## config.mk

```make
export PLATFORM = sky130hd
export DESIGN_NAME = clkdiv_ctrl
export DESIGN_NICKNAME = d
export VERILOG_FILES = /design/src/rtl/clkdiv_pkg.sv /design/src/rtl/clkdiv_phase.sv /design/src/rtl/clkdiv_ctrl.sv
export SDC_FILE = /design/constraint.sdc
export NUM_CORES = 1
export LEC_CHECK = 0
export ABC_AREA = 1
export CAP_MARGIN = 10
export CORE_MARGIN = 4
export CORE_UTILIZATION = 45
export CTS_CLUSTER_SIZE = 12
export DETAILED_ROUTE_END_ITERATION = 12
export PLACE_DENSITY = 0.83
export SETUP_SLACK_MARGIN = 0.05
export SLEW_MARGIN = 20
export SYNTH_ARGS = -nofsm -noshare
export SYNTH_HDL_FRONTEND = slang
export SYNTH_SLANG_ARGS = --single-unit
```

## constraint.sdc

```tcl
create_clock -name clk_i -period 3.2 [get_ports clk_i]
set_input_delay 0.64 -clock clk_i [delete_from_list [all_inputs] [get_ports clk_i]]
set_output_delay 0.64 -clock clk_i [all_outputs]
set_load 0.05 [all_outputs]
```

## src/rtl/clkdiv_pkg.sv

```systemverilog
// clkdiv_pkg: shared types and helpers for the run-time reprogrammable
// clock divider (clkdiv_ctrl and clkdiv_phase).
//   state_e  : controller states
//   MIN_DIV  : smallest legal divide ratio
//   hi_phase : length of the high phase for a given ratio
package clkdiv_pkg;

    typedef enum logic [1:0] {
        ST_IDLE = 2'd0,
        ST_RUN  = 2'd1,
        ST_PEND = 2'd2,
        ST_STOP = 2'd3
    } state_e;

    localparam int MIN_DIV = 2;

    // High phase is floor(D/2); the low phase takes the extra cycle of odd ratios.
    function automatic logic [31:0] hi_phase(input logic [31:0] d);
        return d >> 1;
    endfunction

endpackage

```

## src/rtl/clkdiv_phase.sv

```systemverilog
// clkdiv_phase: phase counter, registered clock output and period-boundary
// detection for clkdiv_ctrl.
//   clk_i, rst_n : clock, synchronous active-low reset
//   run          : keep (or start) dividing after this edge; low parks cnt/clk_o at 0
//   div          : ratio of the period currently in progress
//   clk_o        : divided clock, straight from a flop
//   boundary     : this edge ends the current period (cnt == div-1)
module clkdiv_phase
    import clkdiv_pkg::*;
#(
    parameter int CW = 8
) (
    input  logic          clk_i,
    input  logic          rst_n,
    input  logic          run,
    input  logic [CW-1:0] div,
    output logic          clk_o,
    output logic          boundary
);

    logic [CW-1:0] cnt;
    logic [CW-1:0] cnt_next;
    logic          live;   // a period is in progress (cnt is meaningful)
    logic          clk_d;

    assign boundary = live && (cnt == div - CW'(1));

    // The first run cycle after idle only starts a period (cnt_next = 0), so
    // clk_o rises one edge after the controller leaves IDLE with a full high phase.
    always_comb begin
        cnt_next = '0;
        if (run && live && !boundary)
            cnt_next = cnt + CW'(1);
        // At a wrap cnt_next is 0 and any legal ratio has H >= 1, so the
        // old/new ratio question at a PEND boundary does not matter here.
        clk_d = run && (32'(cnt_next) < hi_phase(32'(div)));
    end

    always_ff @(posedge clk_i) begin
        if (!rst_n) begin
            cnt   <= '0;
            live  <= 1'b0;
            clk_o <= 1'b0;
        end else begin
            cnt   <= cnt_next;
            live  <= run;
            clk_o <= clk_d;
        end
    end

endmodule

```

## src/rtl/clkdiv_ctrl.sv

```systemverilog
// clkdiv_ctrl: run-time reprogrammable clock divider. Ratio changes and
// start/stop take effect only on period boundaries, so clk_o has no runts
// (except when reset truncates a period).
//   clk_i, rst_n            : clock, synchronous active-low reset
//   en_i                    : run request (level)
//   div_i/div_valid_i/div_ready_o : ratio request handshake
//   clk_o                   : divided clock
//   cur_div_o               : ratio currently in effect
//   busy_o                  : controller in RUN, PEND or STOP
//   err_o                   : one-cycle pulse on an accepted illegal ratio
//   periods_o               : completed periods (saturating)
// Optional: define CLKDIV_CTRL_STATS_EN to build the period counter;
// otherwise periods_o is tied to 0.
module clkdiv_ctrl
    import clkdiv_pkg::*;
#(
    parameter int CW          = 8,
    parameter int DEFAULT_DIV = 2
) (
    input  logic          clk_i,
    input  logic          rst_n,
    input  logic          en_i,
    input  logic [CW-1:0] div_i,
    input  logic          div_valid_i,
    output logic          div_ready_o,
    output logic          clk_o,
    output logic [CW-1:0] cur_div_o,
    output logic          busy_o,
    output logic          err_o,
    output logic [31:0]   periods_o
);

    state_e        state;
    state_e        state_nxt;
    logic [CW-1:0] cur_div;
    logic [CW-1:0] div_pend;
    logic          accept;
    logic          legal;
    logic          run;
    logic          boundary;

    assign div_ready_o = (state == ST_IDLE) || (state == ST_RUN);
    assign accept      = div_valid_i && div_ready_o;
    assign legal       = (div_i >= CW'(MIN_DIV));
    assign cur_div_o   = cur_div;

    always_comb begin
        state_nxt = state;
        case (state)
            ST_IDLE: if (en_i) state_nxt = ST_RUN;
            // A legal request wins over en_i falling; PEND resolves the stop.
            ST_RUN: begin
                if (accept && legal) state_nxt = ST_PEND;
                else if (!en_i)      state_nxt = ST_STOP;
            end
            ST_PEND: if (boundary) state_nxt = en_i ? ST_RUN : ST_IDLE;
            // en_i back high cancels the stop without touching the phase.
            ST_STOP: begin
                if (en_i)          state_nxt = ST_RUN;
                else if (boundary) state_nxt = ST_IDLE;
            end
            default: state_nxt = ST_IDLE;
        endcase
    end

    // Leaving to IDLE only ever happens on a boundary, so dropping run there
    // parks clk_o low exactly at the end of a whole period.
    assign run = (state != ST_IDLE) && (state_nxt != ST_IDLE);

    always_ff @(posedge clk_i) begin
        if (!rst_n) begin
            state    <= ST_IDLE;
            cur_div  <= CW'(DEFAULT_DIV);
            div_pend <= CW'(DEFAULT_DIV);
            busy_o   <= 1'b0;
            err_o    <= 1'b0;
        end else begin
            state  <= state_nxt;
            busy_o <= (state_nxt != ST_IDLE);
            err_o  <= accept && !legal;
            if (state == ST_IDLE && accept && legal)
                cur_div <= div_i;
            if (state == ST_RUN && accept && legal)
                div_pend <= div_i;
            if (state == ST_PEND && boundary)
                cur_div <= div_pend;
        end
    end

    clkdiv_phase #(.CW(CW)) u_phase (
        .clk_i    (clk_i),
        .rst_n    (rst_n),
        .run      (run),
        .div      (cur_div),
        .clk_o    (clk_o),
        .boundary (boundary)
    );

`ifdef CLKDIV_CTRL_STATS_EN
    logic [31:0] periods;

    // boundary is only asserted while a period is live, i.e. in RUN/PEND/STOP.
    always_ff @(posedge clk_i) begin
        if (!rst_n)
            periods <= '0;
        else if (boundary && (periods != 32'hFFFF_FFFF))
            periods <= periods + 32'd1;
    end

    assign periods_o = periods;
`else
    assign periods_o = 32'd0;
`endif

endmodule

```

==> qor.log, run 1 <==
qor: outcome.outcome complete, no violations
qor: setup_path.setup.worst_path.start_class register
qor: run.max_cap_viol_count 0
qor: placed_design.hpwlAfterDp 3.36 mm
qor: drt.via_per_inst 4.77
qor: drt.wirelength 4.25 mm
qor: drt.wire_per_inst 11.2 um
qor: cells_and_area.finish.instance_area 2270 um^2
qor: cells_and_area.area.sequential 601 um^2
qor: setup_path.reg_to_reg_slack_setup 590 ps
qor: setup_path.worst_path_largest_cell_delay 420 ps
qor: floorplan.placeableCoreArea 4320 um^2
qor: cells_and_area.layout-drive-gt1-share 7.90%
qor: global_route.grt_use_total 16.1%
qor: cells_and_area.antenna_cell_count 0
qor: clocking.post_cts.resized_instances 0
qor: cells_and_area.post-route-util 52.5%
qor: clocking.cts_hold_buffers 0
qor: clocking.cts_tree built
qor: sta.worst_slew_margin_rel 65.5%
qor: global_route.grt_pass1_vias 1720
qor: floorplan.chipWidth 74.7 um
qor: yosys.synth-edff-count 0
qor: yosys.synthesis.area_per_instance 6.68 um^2
qor: drt.wirelength_met1 1.89 mm
qor: floorplan.core.rowCount 24
qor: setup_path.crit_path_end_kind register
qor: yosys.yosys_most_used_dff sky130_fd_sc_hd__dfxtp_1
qor: cells_and_area.multiInputGateArea 1130 um^2
qor: clocking.worst_skew_pair.late_latency 280 ps
qor: clocking.cts_htree_levels 2
qor: yosys.synth.cell_area 2000 um^2
qor: power.netSwitchingPower 0.425 mW
qor: placed_design.placed_cells 373
qor: placed_design.dpl_cell_area 2180 um^2
qor: power.relative_contribution_of_combinational_cells_to_total_power 32.6%
qor: cells_and_area.finalNetCount 348
qor: yosys.synthesis.instances 300
qor: floorplan.start_util 46.3%
qor: sta.setup-tns-final 0 ps
qor: floorplan.floorplan.io_pins 56
qor: global_route.grt_start_max_net_pins 16
qor: yosys.yosys_warnings 0
qor: floorplan.fp.dieArea 5580 um^2
qor: clocking.worst_setup_hold_path_clk_slew 60 ps
qor: clocking.bufs_on_longest_clock_path 2
qor: setup_path.cp_slowest_cell sky130_fd_sc_hd__dfxtp_1
qor: setup_path.criticalPathCategory reg -> reg
qor: power.power.sequential.fraction 39.3%
qor: clocking.cts_root_buffer sky130_fd_sc_hd__clkbuf_8
qor: setup_path.crit_path_cell_trace inv_2 > ha_1 > xor2_1 > nand2_1 > nor2_2 > nand3_2 > nor2_4 > nand2_4 > nand2_4 > nor2_1 > ha_1 > a21o_1 > a21oi_1 > nand2_1 > inv_2 > nand3_1 > a21oi_2
qor: clocking.tritoncts.num_buffers 5
qor: yosys.async_flop_share 0%
qor: sta.report.final.setup_viol 0
qor: yosys.synth-xor-area-share 2.19%
qor: power.power_total 1.10 mW
qor: drt.drt_iter0_drc 81
qor: yosys.synth_top_family_by_area simple AND/OR/NAND/NOR gates
qor: power.power_per_cell_area 483 nW/um^2
qor: yosys.synth_cell_types 32
qor: yosys.muxShareOfSynthArea 0%
qor: yosys.synthesized_area_fraction_occupied_by_ao_oa_aoi_and_oai_cells 8.00%
qor: sta.layout_worst_path_cycle_share 81.7%
qor: drt.detailroute.via_count 1816
qor: drt.drtAntennaViolNets 0
qor: setup_path.critical_path.max_fanout 13
qor: yosys.post_synth_fa_ha_maj_area_fraction 5.00%
qor: drt.tritonroute_pass_1_iters 4
qor: cells_and_area.synthToLayoutAreaGrowth 13.2%
qor: setup_path.worst-endpoint-arrival 2820 ps
qor: sta.min_period 2610 ps
qor: yosys.yosysSeqAreaShare 30.0%
qor: global_route.antenna_violations_before_repair 0
qor: clocking.cts.sinks 30
qor: sta.worst_pin_slew 515 ps
qor: drt.met2_wirelength_from_detailed_routing 1.99 mm
qor: power.clockPowerShare 28.2%
qor: placed_design.port-buffer-count 23
qor: placed_design.globalplace.congestion 0.923
qor: cells_and_area.final-instance-count-excl-fill 381
qor: sta.rsz0062_at_grt no
qor: power.ir_drop_worst_vdd 284 uV
qor: power.internal 0.671 mW
qor: cells_and_area.final.fill_count 430
qor: yosys.synth_seq_cells 30
qor: sta.drv_slew 0
qor: drt.metal3_wl 292 um
qor: global_route.gr-total-overflow 0
qor: power.power.leakage 1.03 nW
qor: floorplan.die_y 74.7 um
qor: setup_path.critical_path_required 3410 ps
qor: drt.drt_drc_violations_left 0
qor: clocking.post-cts-setup-buffer-count 0
qor: worst_hold_path.hold_path_class reg -> reg
qor: yosys.synth_simple_gate_area_share 35.1%
qor: power.netSwitchingFraction 38.8%
qor: sta.worst_clock_skew 7.92 ps
qor: sta.max_clock_freq 382 MHz
qor: drt.topmost_layer_with_routed_signal_wires met4
qor: global_route.global_route_wire_length_before_repair 7.11 mm
qor: sta.count_of_endpoints_failing_hold_in_the_final_timing_report 0
layout make-up:
cell class | instances | share of cell area, %
repair buffers | 25 | 10.8
well taps | 52 | 2.87
inverters | 37 | 6.12
clock buffers | 7 | 3.81
multi-input cells | 229 | 49.7
flip-flops and latches | 30 | 26.5
clock inverters | 1 | 0.221
synth_stat cells, types with 3 or more instances:
cell type | instances | area (um^2)
sky130_fd_sc_hd__nor4_1 | 3 | 18.8
sky130_fd_sc_hd__nand4_1 | 3 | 18.8
sky130_fd_sc_hd__o21ai_0 | 7 | 35.0
sky130_fd_sc_hd__ha_1 | 8 | 100
sky130_fd_sc_hd__nor2_2 | 5 | 31.3
sky130_fd_sc_hd__buf_4 | 32 | 240
sky130_fd_sc_hd__xor2_1 | 5 | 43.8
sky130_fd_sc_hd__nor3_1 | 8 | 40.0
sky130_fd_sc_hd__nor2_1 | 37 | 139
sky130_fd_sc_hd__a21oi_1 | 5 | 25.0
sky130_fd_sc_hd__inv_2 | 4 | 15.0
sky130_fd_sc_hd__inv_1 | 32 | 120
sky130_fd_sc_hd__nand2_1 | 74 | 278
sky130_fd_sc_hd__dfxtp_1 | 30 | 601
sky130_fd_sc_hd__a31oi_1 | 7 | 43.8
sky130_fd_sc_hd__nand3_1 | 18 | 90.1
per-layer routing:
metal / vias to the layer above / GRT usage [%]
li1: 947 / -
met4: 0 / 5.14
met2: 68 / 29.0
met1: 790 / 19.1
met3: 11 / 3.20
met5: - / 0
critical path, delay by kind of cell, from the launching register on:
| kind | cells | cell delay, ps |
|---|---|---|
| xor+xnor | 1 | 130 |
| buf+inv | 2 | 140 |
| flops | 1 | 420 |
| simple gates | 9 | 870 |
| fa+ha+maj | 2 | 610 |
| compound gates | 3 | 390 |
flip-flops by register name (all words and copies together), names as in the netlist:
register,cells
cur_div_o,8
err_o,1
busy_o,1
div_pend,8
u_phase.cnt,8
u_phase.clk_o,1
u_phase.live,1
state,2
logic make-up after synthesis:
group                      Yosys count
AOI/OAI and AO/OA                   27
xor gates and xnor gates             5
adders and majority gates            8
buffers and inverters               72
DFF                                 30
other                                1
and+or+nand+nor                    157
metrics by stage:
step | worst slack (ps) | hold WS [ps]
CTS | 586 | 484
finish | 585 | 482
detailed placement | 620 | 468
global placement | 711 | 463
global route | 365 | 505
floorplan | 308 | 446
placed cells by master (no fill, tap or decap), types with 2 or more instances in the layout:
cell | netlist | final
sky130_fd_sc_hd__nand4_1 | 3 | 3
sky130_fd_sc_hd__o211ai_1 | 2 | 2
sky130_fd_sc_hd__inv_1 | 32 | 32
sky130_fd_sc_hd__nor4_1 | 3 | 3
sky130_fd_sc_hd__xor2_1 | 5 | 5
sky130_fd_sc_hd__inv_2 | 4 | 4
sky130_fd_sc_hd__clkdlybuf4s50_1 | 0 | 23
sky130_fd_sc_hd__nor2_1 | 37 | 37
sky130_fd_sc_hd__o21ai_0 | 7 | 7
sky130_fd_sc_hd__a21oi_1 | 5 | 5
sky130_fd_sc_hd__dfxtp_1 | 30 | 30
sky130_fd_sc_hd__clkbuf_8 | 0 | 6
sky130_fd_sc_hd__nor2_2 | 5 | 5
sky130_fd_sc_hd__nand2_4 | 2 | 2
sky130_fd_sc_hd__ha_1 | 8 | 8
sky130_fd_sc_hd__nand2_1 | 74 | 74
sky130_fd_sc_hd__nand3_1 | 18 | 18
sky130_fd_sc_hd__a31oi_1 | 7 | 7
sky130_fd_sc_hd__nor3_1 | 8 | 8
sky130_fd_sc_hd__buf_4 | 32 | 2
sky130_fd_sc_hd__nor2_4 | 2 | 2
sky130_fd_sc_hd__conb_1 | 1 | 32
sky130_fd_sc_hd__nand3_2 | 2 | 2
sky130_fd_sc_hd__o21ai_1 | 2 | 2
power groups by stage:
stage               Sequential (mW)  Clock (mW)  Combinational [mW]
global placement              0.437           0               0.351
global route                  0.434       0.327               0.391
CTS                           0.430       0.316               0.357
floorplan                     0.477           0               0.261
detailed placement            0.438           0               0.355
finish                        0.430       0.309               0.357
final timing paths:
kind | from | to | cells past startpoint
hold reg to reg | div_pend[3] | cur_div_o[3] | 2
setup reg to reg | cur_div_o[0] | u_phase.clk_o | 17
hold / removal | div_pend[3] | cur_div_o[3] | 2
setup / recovery | cur_div_o[0] | u_phase.clk_o | 17
Note: power is estimated with default switching activity, not from simulation.
==> run 2: changes to the inputs <==
--- a/config.mk
+++ b/config.mk
@@ -8,7 +8,7 @@
 export ABC_AREA = 1
 export CAP_MARGIN = 10
 export CORE_MARGIN = 4
-export CORE_UTILIZATION = 45
+export CORE_UTILIZATION = 43
 export CTS_CLUSTER_SIZE = 12
 export DETAILED_ROUTE_END_ITERATION = 12
 export PLACE_DENSITY = 0.83
==> constraint.sdc (replaced) <==
create_clock -name clk_i -period 2.4 [get_ports clk_i]
set_input_delay 0.48 -clock clk_i [delete_from_list [all_inputs] [get_ports clk_i]]
set_output_delay 0.48 -clock clk_i [all_outputs]
set_load 0.05 [all_outputs]
==> run 2 against run 1 <==
Compared with the run above:
- register-to-register slack worse by 420 ps
- first-iteration DRC count up 40%
- final area up 11%
- total power up 58%
- fmax up 17%
- combinational power up 52%
- clock-buffer cell count down 2
- clock power up 98%
- die area up 4.2%
- routed wire length up 18%
- critical endpoint unchanged
- critical path type unchanged
- critical path depth unchanged
==> qor.log, run 2 (synthesis gave the netlist of run 1 again) <==
qor: sta.count_of_endpoints_failing_hold_in_the_final_timing_report 0 [unchanged]
qor: cells_and_area.finalNetCount 360 [+3.4%]
qor: setup_path.cp_slowest_cell sky130_fd_sc_hd__dfxtp_4
qor: global_route.grt_pass1_vias 1832 [+6.5%]
qor: clocking.bufs_on_longest_clock_path 2 [unchanged]
qor: global_route.global_route_wire_length_before_repair 7.90 mm [+11%]
qor: clocking.cts_htree_levels 2 [unchanged]
qor: sta.worst_slew_margin_rel 64.1% [-1.5 points]
qor: power.power.leakage 1.12 nW [+8.3%]
qor: clocking.cts_tree built
qor: sta.layout_setup_ws 161 ps [-424 ps]
qor: sta.report.final.setup_viol 0 [unchanged]
qor: setup_path.setup.worst_path.start_class register
qor: power.ir_drop_worst_vdd 390 uV [+37%]
qor: outcome.outcome complete, no violations
qor: setup_path.worst-endpoint-arrival 2470 ps [-350 ps]
qor: worst_hold_path.hold_path_class reg -> reg
qor: drt.wirelength 5.01 mm [+18%]
qor: cells_and_area.mostFrequentLayoutCell sky130_fd_sc_hd__nand2_1
qor: clocking.cts_root_buffer sky130_fd_sc_hd__clkbuf_8
qor: cells_and_area.layout-drive-gt1-share 17.3% [+9.4 points]
qor: global_route.antenna_violations_before_repair 0 [unchanged]
qor: drt.via_per_inst 5.03 [+5.6%]
qor: clocking.worst_skew_pair.late_latency 290 ps [about the same]
qor: floorplan.start_util 45.1% [-1.3 points]
qor: cells_and_area.synthToLayoutAreaGrowth 26.2%
qor: clocking.worst_setup_hold_path_clk_slew 70 ps [about the same]
qor: floorplan.core.rowCount 24 [unchanged]
qor: clocking.tritoncts.num_buffers 5 [unchanged]
qor: setup_path.crit_path_frequent_cell sky130_fd_sc_hd__nand2_1
qor: setup_path.crit_path_end_kind register
qor: cells_and_area.final-instance-count-excl-fill 393 [+3.1%]
qor: power.power_per_cell_area 684 nW/um^2 [+42%]
qor: setup_path.cp_num_buf_inv 3 [+1]
qor: drt.drtAntennaViolNets 0 [unchanged]
qor: floorplan.chipWidth 76.3 um [+2.1%]
qor: floorplan.fp.dieArea 5810 um^2 [+4.2%]
qor: setup_path.timing.critical_path.max_delay_family simple AND/OR/NAND/NOR gates
qor: power.power_total 1.73 mW [+58%]
qor: sta.min_period 2240 ps [-376 ps]
qor: setup_path.criticalPathCategory reg -> reg
qor: sta.worst_clock_skew 5.00 ps [-2.92 ps]
qor: placed_design.placed_cells 377 [+1.1%]
qor: global_route.grt_start_max_net_pins 16 [unchanged]
qor: cells_and_area.antenna_cell_count 0 [unchanged]
qor: sta.rsz0062_at_grt yes
qor: sta.layout_worst_path_cycle_share 93.3% [+12 points]
qor: floorplan.floorplan.io_pins 56 [unchanged]
qor: run.max_cap_viol_count 0 [unchanged]
qor: global_route.gr-total-overflow 0 [unchanged]
qor: placed_design.hpwlAfterDp 3.55 mm [+5.7%]
qor: cells_and_area.highest_count_cells_in_the_layout_ignoring_fill_and_taps sky130_fd_sc_hd__nand2_1, sky130_fd_sc_hd__nor2_1, sky130_fd_sc_hd__conb_1
qor: setup_path.worst_path_largest_cell_delay 360 ps [-60 ps]
qor: placed_design.place_worst_setup_slack 43.1 ps [-577 ps]
qor: drt.detailroute.via_count 1978 [+8.9%]
qor: global_route.grt_use_total 16.6% [+0.48 points]
qor: placed_design.globalplace.congestion 0.888 [-3.8%]
qor: setup_path.critical_path.max_fanout 5 [-8]
qor: placed_design.dpl_cell_area 2230 um^2 [+2.6%]
qor: drt.tritonroute_pass_1_iters 4 [unchanged]
qor: sta.worst_pin_slew 538 ps [+23.3 ps]
qor: floorplan.die_y 76.3 um [+2.1%]
qor: floorplan.placeableCoreArea 4440 um^2 [+2.8%]
qor: cells_and_area.finish.instance_area 2530 um^2 [+11%]
qor: placed_design.port-buffer-count 23 [unchanged]
qor: drt.drt_iter0_drc 113 [+40%]
qor: clocking.cts.sinks 30 [unchanged]
qor: drt.drt_drc_violations_left 0 [unchanged]
qor: sta.drv_slew 0 [unchanged]
qor: setup_path.critical_path_required 2630 ps [-780 ps]
qor: drt.wire_per_inst 12.8 um [+14%]
qor: setup_path.crit_path_cell_trace inv_4 > ha_4 > xor2_1 > nand2_1 > nor2_2 > nand3_2 > nor2_4 > nand2_4 > nand2_8 > buf_6 > nor3_2 > ha_1 > nand2_1 > inv_1 > nand2_1 > nand2_1 > a21oi_2
qor: sta.max_clock_freq 447 MHz [+17%]
## run 2: cell count changes in the layout (fill, tap and decap cells not counted), sizes merged
| cell | before | now |
|---|---|---|
| buf | 2 | 14 |
| clkbuf | 7 | 5 |
| bufinv | 0 | 2 |
## run 2: path summary, 6_finish.rpt
check	from	endpoint	slack (ps)	depth (start not counted)
max reg2reg	cur_div_o[1]	u_phase.clk_o	160	17
min reg2reg	div_pend[5]	cur_div_o[5]	480	2
min	div_pend[5]	cur_div_o[5]	480	2
max	cur_div_o[1]	u_phase.clk_o	160	17
## run 2: cell type report
type,count,area (um^2)
Clock inverter,3,63.8
Fill cell,412,1920
Multi-Input combinational cell,229,1230
Timing Repair Buffer,37,343
Tap cell,52,65.1
Clock buffer,5,68.8
Sequential cell,30,613
Inverter,37,144
## run 2: metrics by stage
step                setup TNS [ps]  util, %  hold WS (ps)
CTS                              0     55.5           477
finish                           0     56.9           478
global placement                 0     50.3           462
global route                -0.920     56.9           502
detailed placement               0     50.3           467
floorplan                    -41.4        -           446
## run 2: report_power, final
part / internal (mW) / switching [mW]
combinational: 0.163 / 0.379
clock: 0.411 / 0.202
sequential: 0.538 / 0.0361
total: 1.11 / 0.618
## run 2: worst register-to-register path, cell delays in order (launching register included)
cell,delay [ps]
sky130_fd_sc_hd__dfxtp_4,360
sky130_fd_sc_hd__inv_4,40
sky130_fd_sc_hd__ha_4,250
sky130_fd_sc_hd__xor2_1,140
sky130_fd_sc_hd__nand2_1,80
sky130_fd_sc_hd__nor2_2,90
sky130_fd_sc_hd__nand3_2,80
sky130_fd_sc_hd__nor2_4,120
sky130_fd_sc_hd__nand2_4,80
sky130_fd_sc_hd__nand2_8,80
sky130_fd_sc_hd__buf_6,120
sky130_fd_sc_hd__nor3_2,40
sky130_fd_sc_hd__ha_1,300
sky130_fd_sc_hd__nand2_1,80
sky130_fd_sc_hd__inv_1,40
sky130_fd_sc_hd__nand2_1,60
sky130_fd_sc_hd__nand2_1,80
sky130_fd_sc_hd__a21oi_2,110
## run 2: metal layers
layer  GRT usage (%)  vias to the layer above  share of wire, %
li1                -                      974                 -
met1            18.7                      892                39
met2            30.1                       97                51
met3            4.02                       15               8.3
met4            5.80                        0               2.1
met5               0                        -                 0
## run 2: repair_timing
item / CTS / global route
endpoints found under the setup margin: 1 / 1
setup buffers: 8 / 0
gates cloned: 0 / 0
gates resized for setup: 7 / 14
pin swaps: 8 / 10
hold buffers: 0 / 0
==> run 3: changes to the inputs <==
--- a/config.mk
+++ b/config.mk
@@ -7,6 +7,7 @@
 export LEC_CHECK = 0
 export ABC_AREA = 1
 export CAP_MARGIN = 10
+export CORE_ASPECT_RATIO = 0.7
 export CORE_MARGIN = 4
 export CORE_UTILIZATION = 43
 export CTS_CLUSTER_SIZE = 12
==> run 3 against run 2 <==
Compared with the run above:
- total power is 13% lower
- combinational power is 5.4% lower
- routed wire length is 5.5% lower
- global-route usage is 0.90 points higher
- clock skew is 2.4 ps higher
- register-to-register slack worse by 80 ps
- utilization is 3.3 points lower
- hold slack better by 1.6 ps
- clock power is 32% lower
- largest cell class unchanged
==> qor.log, run 3 (synthesis gave the netlist of run 1 again) <==
qor: cells_and_area.finish.instance_area 2370 um^2 [-6.1%]
qor: drt.drt_drc_violations_left 0 [unchanged]
qor: power.ir_drop_worst_vdd 432 uV [+11%]
qor: drt.tritonroute_pass_1_iters 4 [unchanged]
qor: cells_and_area.antenna_cell_count 0 [unchanged]
qor: cells_and_area.synthToLayoutAreaGrowth 18.4%
qor: sta.report.final.setup_viol 0 [unchanged]
qor: global_route.global_route_wire_length_before_repair 7.71 mm [-2.4%]
qor: outcome.outcome complete, no violations
qor: clocking.tritoncts.num_buffers 5 [unchanged]
qor: sta.worst_clock_skew 7.38 ps [+2.38 ps]
qor: power.power_per_cell_area 634 nW/um^2 [-7.4%]
qor: floorplan.die_y 65.1 um [-15%]
qor: drt.wirelength 4.74 mm [-5.5%]
qor: cells_and_area.highest_count_cells_in_the_layout_ignoring_fill_and_taps sky130_fd_sc_hd__nand2_1, sky130_fd_sc_hd__nor2_1, sky130_fd_sc_hd__conb_1
qor: sta.worst_pin_slew 532 ps [-6.57 ps]
qor: floorplan.start_util 45.2% [+0.15 points]
qor: floorplan.placeableCoreArea 4430 um^2 [-0.34%]
qor: worst_hold_path.hold_path_class reg -> reg
qor: setup_path.worst_path_largest_cell_delay 370 ps [about the same]
qor: setup_path.worst-endpoint-arrival 2540 ps [+70 ps]
qor: sta.min_period 2320 ps [+77.6 ps]
qor: drt.drtAntennaViolNets 0 [unchanged]
qor: sta.count_of_endpoints_failing_hold_in_the_final_timing_report 0 [unchanged]
qor: drt.via_per_inst 4.71 [-6.3%]
qor: drt.wire_per_inst 12.1 um [-5.0%]
qor: drt.drt_iter0_drc 96 [-15%]
qor: setup_path.cp_slowest_cell sky130_fd_sc_hd__dfxtp_4
qor: clocking.bufs_on_longest_clock_path 2 [unchanged]
qor: clocking.worst_setup_hold_path_clk_slew 60 ps [about the same]
qor: sta.worst_slew_margin_rel 64.4% [+0.37 points]
qor: floorplan.core.rowCount 20 [-17%]
qor: setup_path.critical_path.max_fanout 5 [unchanged]
qor: global_route.antenna_violations_before_repair 0 [unchanged]
qor: global_route.grt_pass1_vias 1659 [-9.4%]
qor: sta.holdWs 479 ps [+1.58 ps]
qor: placed_design.place_worst_setup_slack 38.0 ps [-5.10 ps]
qor: sta.layout_worst_path_cycle_share 96.5% [+3.2 points]
qor: sta.rsz0062_at_grt yes
qor: sta.drv_slew 0 [unchanged]
qor: placed_design.port-buffer-count 23 [unchanged]
qor: clocking.cts_root_buffer sky130_fd_sc_hd__clkbuf_8
qor: setup_path.crit_path_end_kind register
qor: cells_and_area.layout-drive-gt1-share 13.4% [-3.9 points]
qor: clocking.cts_htree_levels 2 [unchanged]
qor: cells_and_area.mostFrequentLayoutCell sky130_fd_sc_hd__nand2_1
qor: sta.layout_setup_ws 83.5 ps [-77.6 ps]
qor: global_route.gr-total-overflow 0 [unchanged]
qor: clocking.cts.sinks 30 [unchanged]
qor: setup_path.setup.worst_path.start_class register
qor: sta.max_clock_freq 432 MHz [-3.4%]
qor: floorplan.chipWidth 89.6 um [+17%]
qor: clocking.worst_skew_pair.late_latency 290 ps [about the same]
qor: clocking.cts_tree built
qor: setup_path.criticalPathCategory reg -> reg
qor: global_route.grt_use_total 17.5% [+0.90 points]
qor: run.max_cap_viol_count 0 [unchanged]
qor: floorplan.fp.dieArea 5830 um^2 [+0.30%]
qor: global_route.grt_start_max_net_pins 16 [unchanged]
qor: power.power.leakage 1.07 nW [-4.2%]
qor: setup_path.crit_path_cell_trace inv_4 > ha_4 > xor2_2 > nand2_1 > nor2_2 > nand3_2 > nor2_4 > nand2_4 > nand2_4 > nor2_1 > ha_1 > a21o_1 > a21oi_1 > nand2_1 > inv_2 > nand3_2 > a21oi_2
qor: placed_design.globalplace.congestion 0.886 [-0.29%]
qor: placed_design.dpl_cell_area 2230 um^2 [-0.17%]
qor: setup_path.critical_path_required 2620 ps [about the same]
qor: cells_and_area.finalNetCount 355 [-1.4%]
qor: drt.detailroute.via_count 1843 [-6.8%]
qor: placed_design.hpwlAfterDp 3.76 mm [+6.0%]
qor: floorplan.floorplan.io_pins 56 [unchanged]
## run 3: worst paths after layout
| path | from | endpoint | slack, ps | cells past startpoint |
|---|---|---|---|---|
| max | cur_div_o[1] | u_phase.clk_o | 80 | 17 |
| min | div_pend[0] | cur_div_o[0] | 480 | 2 |
| max reg2reg | cur_div_o[1] | u_phase.clk_o | 80 | 17 |
| min reg2reg | div_pend[0] | cur_div_o[0] | 480 | 2 |
## run 3: final cells by class
class,instances,area [um^2]
Fill cell,417,2060
Clock inverter,1,5.00
Timing Repair Buffer,32,298
Multi-Input combinational cell,229,1160
Inverter,37,144
Clock buffer,7,86.3
Tap cell,55,68.8
Sequential cell,30,613
## run 3: per-layer routing
| metal | routed length (um) | up-vias | global-route usage (%) | part of all wire (%) |
|---|---|---|---|---|
| met5 | 0 | - | 0 | 0 |
| met4 | 82 | 0 | 4.65 | 1.7 |
| met3 | 475 | 11 | 8.27 | 10 |
| met2 | 1970 | 67 | 24.1 | 42 |
| met1 | 2210 | 805 | 24.2 | 47 |
| li1 | - | 960 | - | - |
## run 3: timing repair
action                                  4_1_cts  5_1_grt
pin swaps                                     1        4
hold buffers                                  0        0
gates resized for setup                       0        5
endpoints found under the setup margin        1        1
buffers inserted                              3        1
gates cloned                                  0        0
## run 3: metrics by stage
| step | utilization (%) | setup TNS [ps] | total power [mW] | cells |
|---|---|---|---|---|
| 3_5_place_dp | 50.4 | 0 | 1.08 | 379 |
| 4_1_cts | 52.9 | 0 | 1.50 | 390 |
| 3_3_place_gp | 50.4 | 0 | 1.07 | 379 |
| 2_1_floorplan | - | -41.4 | 0.994 | 331 |
| 5_1_grt | 53.6 | -75.5 | 1.59 | 391 |
| 6_report | 53.6 | 0 | 1.50 | 391 |
## run 3: report_power, final
group          switching (mW)  internal [mW]
Sequential             0.0378          0.538
Combinational           0.367          0.146
Clock                   0.183          0.231
## run 3: worst max-delay path: cells and delay by family, from the launching register on
kind / cells / cell delay, ps
buffers and inverters: 2 / 100
AO/OA/AOI/OAI: 3 / 360
XOR/XNOR: 1 / 150
flip-flops: 1 / 370
adder cells (fa/ha/maj): 2 / 580
AND/OR/NAND/NOR: 9 / 690
